File: src/rtl/conv_frame_sequencer_if.sv
// Valid/ready pixel stream between the frame sequencer and the convolution.
// Ports: data (W), valid, ready; master drives data/valid, slave drives ready.
interface conv_frame_sequencer_if #(
  parameter int W = 12
);
  logic [W-1:0] data;
  logic         valid;
  logic         ready;

  modport master (
    output data,
    output valid,
    input  ready
  );

  modport slave (
    input  data,
    input  valid,
    output ready
  );
endinterface

File: src/rtl/conv_frame_sequencer.sv
// Frame controller: streams a frame from source BRAM into the convolution,
// appends flush pixels, writes results to destination BRAM, pulses done.
// Ports: clk, reset (async high), start, mode_sel -> filter_mode, busy, done,
// rd_addr/rd_data (source BRAM), conv_in (master), conv_out (slave),
// wr_addr/wr_data/wr_en (destination BRAM).
module conv_frame_sequencer #(
  parameter int W       = 12,
  parameter int IMG_W   = 320,
  parameter int IMG_H   = 240,
  parameter int FLUSH_N = 2,
  parameter int ADDR_W  = $clog2(IMG_W*IMG_H)
) (
  input  logic                   clk,
  input  logic                   reset,
  input  logic                   start,
  input  logic [2:0]             mode_sel,
  output logic [2:0]             filter_mode,
  output logic                   busy,
  output logic                   done,
  output logic [ADDR_W-1:0]      rd_addr,
  input  logic [W-1:0]           rd_data,
  conv_frame_sequencer_if.master conv_in,
  conv_frame_sequencer_if.slave  conv_out,
  output logic [ADDR_W-1:0]      wr_addr,
  output logic [W-1:0]           wr_data,
  output logic                   wr_en
);
  localparam int N  = IMG_W*IMG_H;
  localparam int CW = $clog2(N+FLUSH_N+1);
  localparam logic [CW-1:0] N_C   = CW'(N);
  localparam logic [CW-1:0] END_C = CW'(N+FLUSH_N);
  localparam logic [CW-1:0] ONE   = CW'(1);

  typedef enum logic [1:0] {
    IDLE,
    FEED,
    FLUSH,
    DONE
  } state_t;

  state_t        state;
  state_t        state_n;
  logic [CW-1:0] rd_cnt;
  logic [CW-1:0] wr_cnt;
  logic [CW-1:0] wr_nxt;
  logic          vld;
  logic          fresh;
  logic [W-1:0]  hold;
  logic [W-1:0]  slot_data;
  logic          slot_free;
  logic          rd_issue;
  logic          fl_issue;
  logic          accept;

  // The slot shows BRAM data directly in the cycle after the read;
  // if it stalls there, the value is captured into hold because the
  // BRAM output moves on with the next address.
  assign slot_data = fresh ? rd_data : hold;
  assign slot_free = !vld || conv_in.ready;

  assign conv_in.valid  = vld;
  assign conv_in.data   = slot_data;
  assign conv_out.ready = 1'b1;

  assign busy    = (state == FEED) || (state == FLUSH);
  assign done    = (state == DONE);
  assign rd_addr = (state == FEED) ? rd_cnt[ADDR_W-1:0] : '0;
  assign wr_en   = conv_out.valid && busy && (wr_cnt < N_C);
  assign wr_addr = (wr_cnt < N_C) ? wr_cnt[ADDR_W-1:0] : '0;
  assign wr_data = busy ? conv_out.data : '0;
  assign wr_nxt  = wr_cnt + CW'(wr_en);
  assign accept  = (state == IDLE) && start;

  always_comb begin
    state_n  = state;
    rd_issue = 1'b0;
    fl_issue = 1'b0;
    unique case (state)
      IDLE: begin
        if (start) state_n = FEED;
      end
      FEED: begin
        if (slot_free) begin
          rd_issue = 1'b1;
          if (rd_cnt == N_C - ONE) state_n = FLUSH;
        end
      end
      FLUSH: begin
        if (slot_free && rd_cnt != END_C) fl_issue = 1'b1;
        // Finish once the last flush beat has left the slot and the
        // final result write lands this cycle (or already has).
        if (slot_free && rd_cnt == END_C && wr_nxt == N_C)
          state_n = DONE;
      end
      DONE: begin
        state_n = IDLE;
      end
      default: begin
        state_n = IDLE;
      end
    endcase
  end

  always_ff @(posedge clk or posedge reset) begin
    if (reset) begin
      state       <= IDLE;
      filter_mode <= 3'd0;
      rd_cnt      <= '0;
      wr_cnt      <= '0;
      vld         <= 1'b0;
      fresh       <= 1'b0;
      hold        <= '0;
    end else begin
      state <= state_n;
      if (accept) begin
        filter_mode <= mode_sel;
        rd_cnt      <= '0;
        wr_cnt      <= '0;
      end else begin
        if (rd_issue || fl_issue) rd_cnt <= rd_cnt + ONE;
        wr_cnt <= wr_nxt;
      end
      hold <= fl_issue ? '0 : slot_data;
      if (slot_free) begin
        vld   <= rd_issue || fl_issue;
        fresh <= rd_issue;
      end else begin
        fresh <= 1'b0;
      end
    end
  end
endmodule

File: src/flat_wrapper.sv
// flat-port wrapper written by rule: the top's interface ports become plain ports
module conv_frame_sequencer_flat 
#(
  parameter int W       = 12,
  parameter int IMG_W   = 320,
  parameter int IMG_H   = 240,
  parameter int FLUSH_N = 2,
  parameter int ADDR_W  = $clog2(IMG_W*IMG_H)
)
  (clk, reset, start, mode_sel, filter_mode, busy, done, rd_addr, rd_data, wr_addr, wr_data, wr_en, conv_in_data, conv_in_valid, conv_in_ready, conv_out_data, conv_out_valid, conv_out_ready);
  conv_frame_sequencer_if #(.W(W)) conv_in_i ();
  conv_frame_sequencer_if #(.W(W)) conv_out_i ();
  input  logic clk;
  input  logic reset;
  input  logic start;
  input  logic [2:0] mode_sel;
  output logic [2:0] filter_mode;
  output logic busy;
  output logic done;
  output logic [ADDR_W-1:0] rd_addr;
  input  logic [W-1:0] rd_data;
  output logic [ADDR_W-1:0] wr_addr;
  output logic [W-1:0] wr_data;
  output logic wr_en;
  output wire logic [$bits(conv_in_i.data)-1:0] conv_in_data;
  output wire logic [$bits(conv_in_i.valid)-1:0] conv_in_valid;
  input wire logic [$bits(conv_in_i.ready)-1:0] conv_in_ready;
  input wire logic [$bits(conv_out_i.data)-1:0] conv_out_data;
  input wire logic [$bits(conv_out_i.valid)-1:0] conv_out_valid;
  output wire logic [$bits(conv_out_i.ready)-1:0] conv_out_ready;
  assign conv_in_data = conv_in_i.data;
  assign conv_in_valid = conv_in_i.valid;
  assign conv_in_i.ready = conv_in_ready;
  assign conv_out_i.data = conv_out_data;
  assign conv_out_i.valid = conv_out_valid;
  assign conv_out_ready = conv_out_i.ready;
  conv_frame_sequencer #(.W(W), .IMG_W(IMG_W), .IMG_H(IMG_H), .FLUSH_N(FLUSH_N), .ADDR_W(ADDR_W)) u_core (.clk(clk), .reset(reset), .start(start), .mode_sel(mode_sel), .filter_mode(filter_mode), .busy(busy), .done(done), .rd_addr(rd_addr), .rd_data(rd_data), .conv_in(conv_in_i), .conv_out(conv_out_i), .wr_addr(wr_addr), .wr_data(wr_data), .wr_en(wr_en));
endmodule
File: config.mk
export PLATFORM = sky130hd
export DESIGN_NAME = conv_frame_sequencer_flat
export DESIGN_NICKNAME = d
export VERILOG_FILES = /design/src/rtl/conv_frame_sequencer_if.sv /design/src/rtl/conv_frame_sequencer.sv /design/src/flat_wrapper.sv
export SDC_FILE = /design/constraint.sdc
export NUM_CORES = 1
export LEC_CHECK = 0
export CAP_MARGIN = 25
export CELL_PAD_IN_SITES_DETAIL_PLACEMENT = 1
export CELL_PAD_IN_SITES_GLOBAL_PLACEMENT = 1
export CORE_MARGIN = 1.5
export CORE_UTILIZATION = 37
export CTS_BUF_LIST = sky130_fd_sc_hd__clkbuf_4
export CTS_CLUSTER_SIZE = 8
export DETAILED_ROUTE_END_ITERATION = 8
export PLACE_DENSITY = 0.95
export REMOVE_ABC_BUFFERS = 1
export SYNTH_ARGS = -nofsm -noshare
export SYNTH_HDL_FRONTEND = slang
export SYNTH_SLANG_ARGS = --single-unit
File: constraint.sdc
create_clock -name clk -period 4.8 [get_ports clk]
set_input_delay 0.48 -clock clk [delete_from_list [all_inputs] [get_ports clk]]
set_output_delay 0.48 -clock clk [all_outputs]
set_load 0.02 [all_outputs]
* Yosys cells after proc, flatten, opt, wreduce, memory -nomap -nowiden
Index checks and enable logic that the tools add are counted.
** Word-level totals
- Register bits after elaboration :: 53
- Input port bits :: 32
- Word-level logic and storage cells :: 52
** Cells by class
- Add/sub/neg operators :: 2
- $lt $le $gt $ge :: 1
- Eq/ne operators :: 11
- Muxes and demuxes :: 18
- Reduce and logical (&&, ||, !) cells :: 13
** Operator list (number)
- $mux 17 :: 5
- $eq 17x17->1 const B :: 3
- $mux 12 :: 3
- $add 17x1->17 :: 1
- $add 17x1->17 const B :: 1
- $lt 17x17->1 const B :: 1
- $ne 17x17->1 const B :: 1
- $mux 2 :: 4
- $pmux 2 s4 :: 1
- $logic_and 1x1->1 :: 6
- $ne 2x2->1 const B :: 3
- $mux 1 :: 5
- $eq 2x2->1 const B :: 2
- $reduce_and 4->1 :: 1
- $logic_or 1x1->1 :: 3
- $eq 2x1->1 const B :: 1
- $logic_not 2->1 :: 1
- $ne 2x1->1 const B :: 1
- $reduce_bool 2->1 :: 1
- $logic_not 1->1 :: 1

* Logic depth before layout (Yosys ltp)
Gate-level depths: netlist (run 1).
- Word-level depth :: 9
- Depth in mapped cells :: 14

* Least setup slack after synthesis (run 1)
No wires, ideal clock.
- Path type :: register -> register
- From :: reg u_core.wr_cnt[12]
- To :: reg u_core.state[1]
- Library setup time :: 79 ps
- Arrival time :: 3468 ps
- Required time :: 4721 ps
- Path slack :: 1253 ps
- Cell stages (with the launch flop) :: 15
- Path buffers :: 2
- Cell sequence :: dfrtp_1 clkdlybuf4s15_2 nand2b_1 a211o_1 nand2_1 and3_1 ha_1 ha_1 buf_6 xnor2_1 nand2_1 or4b_1 or4_1 nor3_2 mux2i_1
** On the way
- Longest elaborated chain between the ends :: 7
** Ends and longest elaborated chain
- start: declaration :: line conv_frame_sequencer.sv:44 : logic [CW-1:0] wr_cnt;
- start signal: assignment :: line conv_frame_sequencer.sv:121 : wr_cnt <= wr_nxt;
- $lt 17x17->1 :: line conv_frame_sequencer.sv:68 : assign wr_en = conv_out.valid && busy && (wr_cnt < N_C);
- $logic_and 1x1->1 :: line conv_frame_sequencer.sv:68
- via wr_en :: line flat_wrapper.sv:24 : output logic wr_en;
- $add 17x1->17 :: line conv_frame_sequencer.sv:71 : assign wr_nxt = wr_cnt + CW'(wr_en);
- $eq 17x17->1 :: line conv_frame_sequencer.sv:92 : if (slot_free && rd_cnt == END_C && wr_nxt == N_C)
- $logic_and 1x1->1 :: line conv_frame_sequencer.sv:92
- $ne 2x2->1 (no line)
- $reduce_and 4->1 (no line)
- end signal: assignment :: line conv_frame_sequencer.sv:114 : state <= state_n;
- end: declaration :: line conv_frame_sequencer.sv:41 : state_t state;
The timed path passes the listed nets, and every way through them passes these cells.
A chain may end at the register's enable or synchronous reset.

* Worst setup path in the final report (run 1)
- From :: reg u_core.wr_cnt[10]
- To :: reg u_core.state[1]
** On the way
- Longest elaborated chain between the ends :: 7
** Ends and longest elaborated chain (line)
- $lt 17x17->1 :: conv_frame_sequencer.sv:68
- $logic_and 1x1->1 :: conv_frame_sequencer.sv:68
- $add 17x1->17 (*) :: conv_frame_sequencer.sv:71
- $eq 17x17->1 (*) :: conv_frame_sequencer.sv:92
- $logic_and 1x1->1 (*) :: conv_frame_sequencer.sv:92
- $ne 2x2->1 (no line) (*)
- $reduce_and 4->1 (no line) (*)
Mark *: on every way between the ends. The rest lies on a longest branch, timed or not.

==> qor.csv, run 1 <==
metric,value,unit
syn_area_per_cell,9.33,sq um
synth.largest_area_cell,dfrtp_1,
grtUsageTotal,0.191,
r2r_cells,13,
post-route-period-util,0.844,
hold_class,in2async,
start_util,0.381,
htree_levels,2,
max_slew_margin,0.517,
switching_share,0.435,
fin_nets,483,
max_cap_viol_count,0,
top_layer,met4,
routed_wl,8940,um
dp_hpwl,6720,um
areaGrowthSynthToFinish,32.5,%
critPathRequiredTime,5130,ps
vdd_drop_max,245,uV
timing.rr.end,u_core.state[1],
hold_viol_final,0,
critPathArrivalTime,4380,ps
vias,2899,
clk_latency,410,ps
status,finished clean,
cts_tree,yes,
drt_iter0_markers,87,
rsz0062_at_grt,no,
power.density,462,nW/um^2
leakagePower,1.89,nW
diodes,0,
synthTopCellsByArea,"dfrtp_1 40%, and2_1 10%, xnor2_1 5.3%, nor2_1 4.7%, mux2_2 4.1%",
fmax,247,MHz
place_congestion,0.846,
worst_setup_path_start_kind,flip-flop,
die_w,97.8,um
synth_cell_types,59,
postSynth.asyncResetShare,1.00,
wl_met3,205,um
netlist.area_leader.share,0.399,
cts_buffer_depth,2,
pre_cts_slack,799,ps
seqPwrFrac,0.312,
num-fill-cells,1000,
post-route-min-period,4050,ps
grt.overflow.total,0,
fin_tns_setup,0,ps
ys_ff_latch,53,
final_common_cell,clkdlybuf4s50_1,
synth_warnings,0,
ys_seq_area_frac,0.399,
critPathKind,reg2reg,
die_area,9560,sq um
critical_path.max_fanout,14,
slew_viol_final,0,
p_switching,0.000885,W
reg2reg_slack,750,ps
fin_skew,20.8,ps
grt_pass1_vias,3040,
cts_root_buffer,clkbuf_4,
dieHeight,97.8,um
cts_sinks,53,
synth_flop_cell,dfrtp_1,
combPwrFrac,0.574,
cts-buffers-inserted,5,
final_antenna_net_count,0,
clkSlewWorstSetupHoldPaths,170,ps
wl_met2,4650,um
drc,0,
post_cts_resized,0,
dpl.cell_count,543,
first_pass_iters,4,
port_buffers,96,
drive_above_1_share,0.0722,
layout_common_cells,"96 x clkdlybuf4s50_1, 55 x and2_1, 53 x dfrtp_1",
post-cts-setup-buffers,0,
syn_inst,356,
coreArea,8720,sq um
stdcell_count,551,
rr_startpoint,u_core.wr_cnt[10],
intPower,0.00115,W
ctsHoldBuffers,0,
io_pins,98,
routed_via_density,5.26,
rows,34,
clock_power_share,0.114,
power,0.00203,W
tightest_slew,720,ps
finalSetupViolations,0,
wl_met1,3960,um
syn-cell-area,3320,sq um
critPathCaptureType,flip-flop,
wl_per_cell,16.2,um
antenna_found_initial,0,
holdWs,317,ps
grt_pass1_wl,14900,um
grt_max_degree,43,
setup_ws,747,ps
synth_edf_count,0,
critical path, stage by stage (launching register included):
cell      delay (ps)
dfrtp_1          470
nand2_1          220
nand2b_1          80
a211o_1          320
nand2_1          290
and3_1           230
ha_1             240
ha_1             450
xnor2_1          210
nand2_1           70
or4b_1           460
or4_1            440
nor3_2           270
mux2i_1          230
sequential cells by signal (all words and copies together) (netlist names):
| name | cells |
|---|---|
| u_core.conv_in.valid | 1 |
| u_core.hold | 12 |
| u_core.wr_cnt | 17 |
| u_core.fresh | 1 |
| u_core.filter_mode | 3 |
| u_core.rd_cnt | 17 |
| u_core.state | 2 |
area by class of cell:
class / instances / area [sq um] / area share
clock buffer: 5 / 37.5 / 0.00852
clock inverter: 3 / 28.8 / 0.00653
inverter: 11 / 41.3 / 0.00938
multi-input combinational: 272 / 1840 / 0.418
sequential: 53 / 1330 / 0.301
tap: 108 / 135 / 0.0307
timing repair buffer: 99 / 996 / 0.226
metal layers:
metal	track usage	vias to the layer above
li1	-	1389
met1	0.235	1446
met2	0.347	53
met3	0.0394	11
met4	0.0407	0
met5	0	-
synth_stat cells, types with 2 or more instances:
library cell and count:
a211oi_1 10, dfrtp_1 53, nor4_1 3, mux2i_1 5
a31oi_1 3, buf_4 2, and2_1 55, xor2_1 10
a311oi_1 3, xnor2_1 20, ha_1 9, nor4b_1 2
buf_1 2, clkbuf_1 9, a21oi_1 3, buf_2 2
nand2_1 29, and3_1 6, inv_1 11, nor2_1 42
nor2b_1 3, nor3_1 4, o311ai_0 3, and4_1 2
mux2_2 12, buf_6 3, nand2b_1 3, and4b_1 2
nand4_1 3, nand3_1 12, o21ai_0 2
cell families after synthesis:
group	Yosys count	share of synthesized area
simple gates	180	0.302
flops	53	0.399
compound gates	35	0.0821
buf+inv	31	0.0474
xor+xnor	30	0.0791
mux	17	0.0557
fa+ha+maj	9	0.0339
other cells	1	0.00113
per-stage QoR:
stage | instance area (sq um) | utilization
2_1_floorplan | 3210 | -
3_3_place_gp | 4320 | 0.495
3_5_place_dp | 4340 | 0.497
4_1_cts | 4400 | 0.505
5_1_grt | 4400 | 0.505
6_report | 4400 | 0.505
worst max-delay path by stage:
stage                       from               to  slack (ps)  cells after the start
2_1_floorplan  u_core.wr_cnt[10]  u_core.state[1]        1170                     13
3_3_place_gp   u_core.wr_cnt[10]  u_core.state[1]        1020                     13
3_5_place_dp   u_core.wr_cnt[10]  u_core.state[1]         800                     13
4_1_cts        u_core.wr_cnt[10]  u_core.state[1]         730                     13
5_1_grt        u_core.wr_cnt[10]  u_core.state[1]         400                     13
6_report       u_core.wr_cnt[10]  u_core.state[1]         750                     13
power by group through the flow:
stage,registers (W),logic (W),clock network (W)
3_5_place_dp,0.000644,0.00117,0
3_3_place_gp,0.000636,0.00113,0
2_1_floorplan,0.000635,0.000662,0
4_1_cts,0.000635,0.00118,0.000240
6_report,0.000634,0.00117,0.000232
5_1_grt,0.000649,0.00126,0.000260
Note: power is estimated with default switching activity, not from simulation.
==> run 2, diff against run 1 <==
==> constraint.sdc (replaced) <==
create_clock -name clk -period 4.3 [get_ports clk]
set_input_delay 0.43 -clock clk [delete_from_list [all_inputs] [get_ports clk]]
set_output_delay 0.43 -clock clk [all_outputs]
set_load 0.02 [all_outputs]
==> qor.csv, run 2 (synthesis results as in run 1) <==
metric,value,unit
vias,2845,
drt_iter0_markers,51,
antenna_found_initial,0,
setup_ws,313,ps
place_congestion,0.868,
hold_class,in2async,
status,finished clean,
tightest_slew,685,ps
post-cts-setup-buffers,0,
endpoint,u_core.state[1],
power.density,514,nW/um^2
fmax,251,MHz
critical_path.max_fanout,14,
grt.overflow.total,0,
grt_pass1_vias,2981,
post-route-period-util,0.927,
rr_startpoint,u_core.wr_cnt[11],
routed_via_density,5.16,
areaGrowthSynthToFinish,32.6,%
final_common_cell,clkdlybuf4s50_1,
start_util,0.381,
drive_above_1_share,0.0745,
critPathLaunch,u_core.wr_cnt[11],
cts_sinks,53,
top_regs,"u_core.rd_cnt x17, u_core.wr_cnt x17, u_core.hold x12",
dp_hpwl,6800,um
die_w,97.8,um
fin_skew,13.7,ps
cts_buffer_depth,2,
io_pins,98,
critPathArrivalTime,4310,ps
ctsHoldBuffers,0,
seqPwrFrac,0.312,
routed_wl,8970,um
grt_pass1_wl,15300,um
reg2reg_slack,310,ps
critPathKind,reg2reg,
coreArea,8720,sq um
max_cap_viol_count,0,
critPathCaptureType,flip-flop,
clock_power_share,0.112,
fin_nets,483,
cts_tree,yes,
worst_setup_path_start_kind,flip-flop,
switching_share,0.433,
grt_max_degree,38,
grtUsageTotal,0.193,
fin_tns_setup,0,ps
post-route-min-period,3990,ps
drc,0,
r2r_cells,13,
htree_levels,2,
combPwrFrac,0.575,
critPathRequiredTime,4630,ps
layout_common_cells,"96 x clkdlybuf4s50_1, 55 x and2_1, 53 x dfrtp_1",
clk_latency,390,ps
wl_per_cell,16.3,um
cts_root_buffer,clkbuf_4,
first_pass_iters,4,
cts-buffers-inserted,5,
max_slew_margin,0.540,
rows,34,
die_area,9560,sq um
dieHeight,97.8,um
pre_cts_slack,230,ps
diodes,0,
intPower,0.00128,W
hold_viol_final,0,
timing.rr.end,u_core.state[1],
port_buffers,96,
final_antenna_net_count,0,
leakagePower,1.89,nW
p_switching,0.000979,W
slew_viol_final,0,
vdd_drop_max,235,uV
rsz0062_at_grt,no,
finalSetupViolations,0,
clkSlewWorstSetupHoldPaths,180,ps
-- run 2: cell count changes in the layout (fill, tap and decap cells not counted) --
cell and change:
ha_2 +1, clkinv_4 -1, ha_1 -1, inv_6 +1
-- run 2: worst min path at each step --
stage / start / end / slack, ps / depth (start not counted)
2_1_floorplan: mode_sel[0] / u_core.filter_mode[0] / 540 / 2
3_3_place_gp: u_core.filter_mode[1] / u_core.filter_mode[1] / 460 / 2
3_5_place_dp: u_core.filter_mode[2] / u_core.filter_mode[2] / 480 / 2
4_1_cts: reset / u_core.hold[0] / 360 / 2
5_1_grt: reset / u_core.hold[0] / 390 / 2
6_report: reset / u_core.hold[6] / 360 / 2
-- run 2: through the flow --
step                hold WS (ps)  cells   util  cell area, sq um  power, W
finish                       356    551  0.505              4410   0.00226
global route                 391    551  0.505              4410   0.00241
CTS                          365    551  0.505              4400   0.00229
detailed placement           477    543  0.497              4340   0.00203
global placement             459    542  0.495              4320   0.00197
floorplan                    535    336      -              3210   0.00145
-- run 2: layout make-up --
type                    instances  area [sq um]
well taps                     108           135
fillers                       988          4310
flip-flops and latches         53          1330
inverters                      11          41.3
multi-input cells             272          1840
repair buffers                 99           996
clock buffers                   5          37.5
clock inverters                 3          28.8
-- run 2: metal layers --
| metal | GRT usage | vias to the layer above | part of all wire |
|---|---|---|---|
| li1 | - | 1380 | - |
| met1 | 0.248 | 1415 | 0.44 |
| met2 | 0.349 | 43 | 0.53 |
| met3 | 0.0243 | 7 | 0.024 |
| met4 | 0.0363 | 0 | 0.0070 |
| met5 | 0 | - | 0 |
-- run 2: timing repair --
| action | 4_1_cts | 5_1_grt |
|---|---|---|
| endpoints found under the hold margin | 0 | 0 |
| endpoints found under the setup margin | 0 | 1 |
| gates resized for setup | 0 | 1 |
-- run 2: critical path, cell delays in order, from the launching register on --
cell      delay [ps]
dfrtp_1          470
nand2_1          220
nand2b_1          90
a211o_1          330
nand2_1          300
and3_1           240
ha_1             260
ha_2             350
xnor2_1          180
nand2_1           70
or4b_1           480
or4_1            450
nor3_2           280
mux2i_1          210
-- run 2: power groups by stage --
stage | registers [W] | logic, W | clock network (W)
floorplan | 0.000708 | 0.000739 | 0
global placement | 0.000711 | 0.00126 | 0
detailed placement | 0.000718 | 0.00131 | 0
CTS | 0.000709 | 0.00132 | 0.000264
global route | 0.000725 | 0.00141 | 0.000284
finish | 0.000708 | 0.00130 | 0.000255
==> run 3, diff against run 2 <==
--- a/config.mk
+++ b/config.mk
@@ -5,15 +5,18 @@
 export SDC_FILE = /design/constraint.sdc
 export NUM_CORES = 1
 export LEC_CHECK = 0
+export ABC_AREA = 1
 export CAP_MARGIN = 25
 export CELL_PAD_IN_SITES_DETAIL_PLACEMENT = 1
 export CELL_PAD_IN_SITES_GLOBAL_PLACEMENT = 1
+export CORE_ASPECT_RATIO = 1.25
 export CORE_MARGIN = 1.5
-export CORE_UTILIZATION = 37
+export CORE_UTILIZATION = 34
 export CTS_BUF_LIST = sky130_fd_sc_hd__clkbuf_4
 export CTS_CLUSTER_SIZE = 8
 export DETAILED_ROUTE_END_ITERATION = 8
-export PLACE_DENSITY = 0.95
+export GPL_ROUTABILITY_DRIVEN = 0
+export PLACE_DENSITY = 0.94
 export REMOVE_ABC_BUFFERS = 1
 export SYNTH_ARGS = -nofsm -noshare
 export SYNTH_HDL_FRONTEND = slang
==> qor.csv, run 3 <==
metric,value,unit
clock_power_share,0.112,
fin_nets,654,
critPathArrivalTime,3480,ps
areaGrowthSynthToFinish,33.6,%
synth_flop_cell,dfrtp_1,
htree_levels,2,
status,finished clean,
rows,41,
synth_cell_types,29,
coreArea,10000,sq um
start_util,0.347,
critical_path.max_fanout,15,
synth_warnings,0,
rsz0062_at_grt,no,
power,0.00255,W
grtUsageTotal,0.205,
netlist.area_leader.share,0.382,
port_buffers,96,
grt_max_degree,32,
power.density,548,nW/um^2
synthTopCellsByArea,"dfrtp_1 38%, nand2_1 14%, inv_1 12%, nor2_1 9.5%, nand3_1 4.6%",
final_common_cell,nand2_1,
clk_latency,390,ps
hold_class,in2async,
grt_pass1_vias,3934,
cts_buffer_depth,2,
switching_share,0.469,
ctsHoldBuffers,0,
diodes,0,
dp_hpwl,8330,um
post-route-period-util,0.741,
seqPwrFrac,0.306,
cts_root_buffer,clkbuf_4,
syn-cell-area,3480,sq um
dieHeight,116,um
layout_common_cells,"126 x nand2_1, 110 x inv_1, 96 x clkdlybuf4s50_1",
post-route-min-period,3190,ps
postSynth.asyncResetShare,1.00,
ys_seq_area_frac,0.382,
antenna_found_initial,0,
tightest_slew,795,ps
r2r_cells,19,
critPathCaptureType,flip-flop,
synth_edf_count,0,
grt.overflow.total,0,
routed_wl,10600,um
critPathKind,reg2reg,
drt_iter0_markers,89,
synth_common_cells,"126 x nand2_1, 111 x inv_1, 88 x nor2_1, 53 x dfrtp_1, 32 x nand3_1",
p_switching,0.00119,W
reg2reg_slack,1110,ps
first_pass_iters,4,
max_cap_viol_count,0,
ys_ff_latch,53,
syn_area_per_cell,6.66,sq um
worst_setup_path_start_kind,flip-flop,
num-fill-cells,1306,
yosysMostFrequentCell,nand2_1,
syn_inst,522,
hold_viol_final,0,
fin_skew,15.6,ps
die_w,93.4,um
drc,0,
top_regs,"u_core.rd_cnt x17, u_core.wr_cnt x17, u_core.hold x12",
io_pins,98,
vias,3545,
routed_via_density,4.77,
post_cts_resized,0,
max_slew_margin,0.470,
fin_tns_setup,0,ps
grt_pass1_wl,17600,um
critPathRequiredTime,4590,ps
cts_tree,yes,
combPwrFrac,0.582,
die_area,10800,sq um
rr_startpoint,u_core.state[0],
drive_above_1_share,0.0456,
final_antenna_net_count,0,
wl_per_cell,14.2,um
intPower,0.00135,W
vdd_drop_max,223,uV
clkSlewWorstSetupHoldPaths,150,ps
cts_sinks,53,
post-cts-setup-buffers,0,
fmax,314,MHz
cts-buffers-inserted,5,
finalSetupViolations,0,
slew_viol_final,0,
synth.largest_area_cell,dfrtp_1,
leakagePower,2.38,nW
timing.rr.end,u_core.state[1],
==> run 3: layer usage <==
metal,routed length [um],vias to the layer above,global-route usage
li1,-,1744,-
met1,4060,1706,0.211
met2,5900,71,0.403
met3,358,24,0.0361
met4,235,0,0.0828
met5,0,-,0
==> run 3: layout make-up <==
class,instances,area [sq um],share of cell area
flip-flops and latches,53,1330,0.286
inverters,113,424,0.0914
multi-input cells,342,1660,0.358
well taps,129,161,0.0348
clock inverters,3,41.3,0.00889
repair buffers,98,988,0.213
clock buffers,5,37.5,0.00808
==> run 3: critical path: stages (launching register included) <==
cell     delay, ps
dfrtp_1        440
inv_1          110
ha_1           590
nand2_1        110
nor2_1         170
ha_1           250
ha_1           230
nand2_2        100
nor2_4         190
nand2_2         90
nor2_1         110
nand3_1        110
nand2_1         90
nand3_1         70
nor2_1          90
nand2_1         90
nand2_2         90
nand2_2         60
nand2_1         60
nand2_1         50
==> run 3: worst max-delay path by stage <==
stage / startpoint / to / slack, ps / depth (start not counted)
after floorplan: u_core.state[0] / u_core.state[1] / 1300 / 18
after global placement: u_core.state[0] / u_core.state[0] / 1440 / 18
after detailed placement: u_core.state[0] / u_core.state[1] / 1220 / 18
after CTS: u_core.state[0] / u_core.state[1] / 1120 / 18
after global routing: u_core.state[1] / u_core.state[0] / 770 / 18
final: u_core.state[0] / u_core.state[1] / 1110 / 19
==> run 3: per-stage QoR <==
step	worst slack [ps]	util	cell area (sq um)	std cells	hold slack, ps
2_1_floorplan	1300	-	3410	508	489
3_3_place_gp	1440	0.454	4540	734	479
3_5_place_dp	1220	0.456	4560	735	485
4_1_cts	1120	0.464	4640	743	388
5_1_grt	771	0.464	4640	743	404
6_report	1110	0.464	4640	743	389
==> run 3: power by group through the flow <==
| stage | Clock [W] | Combinational [W] | Sequential, W |
|---|---|---|---|
| after global routing | 0.000311 | 0.00163 | 0.000802 |
| after floorplan | 0 | 0.000845 | 0.000770 |
| final | 0.000286 | 0.00148 | 0.000778 |
| after CTS | 0.000296 | 0.00150 | 0.000780 |
| after detailed placement | 0 | 0.00150 | 0.000790 |
| after global placement | 0 | 0.00142 | 0.000777 |
==> run 3: logic make-up after synthesis <==
kind of cell,Yosys count,share of synthesized area
and+or+nand+nor,281,0.348
DFF,53,0.382
buffers and inverters,127,0.140
other,1,0.00108
xor gates and xnor gates,14,0.0374
adders and majority gates,9,0.0324
AOI/OAI and AO/OA,37,0.0598
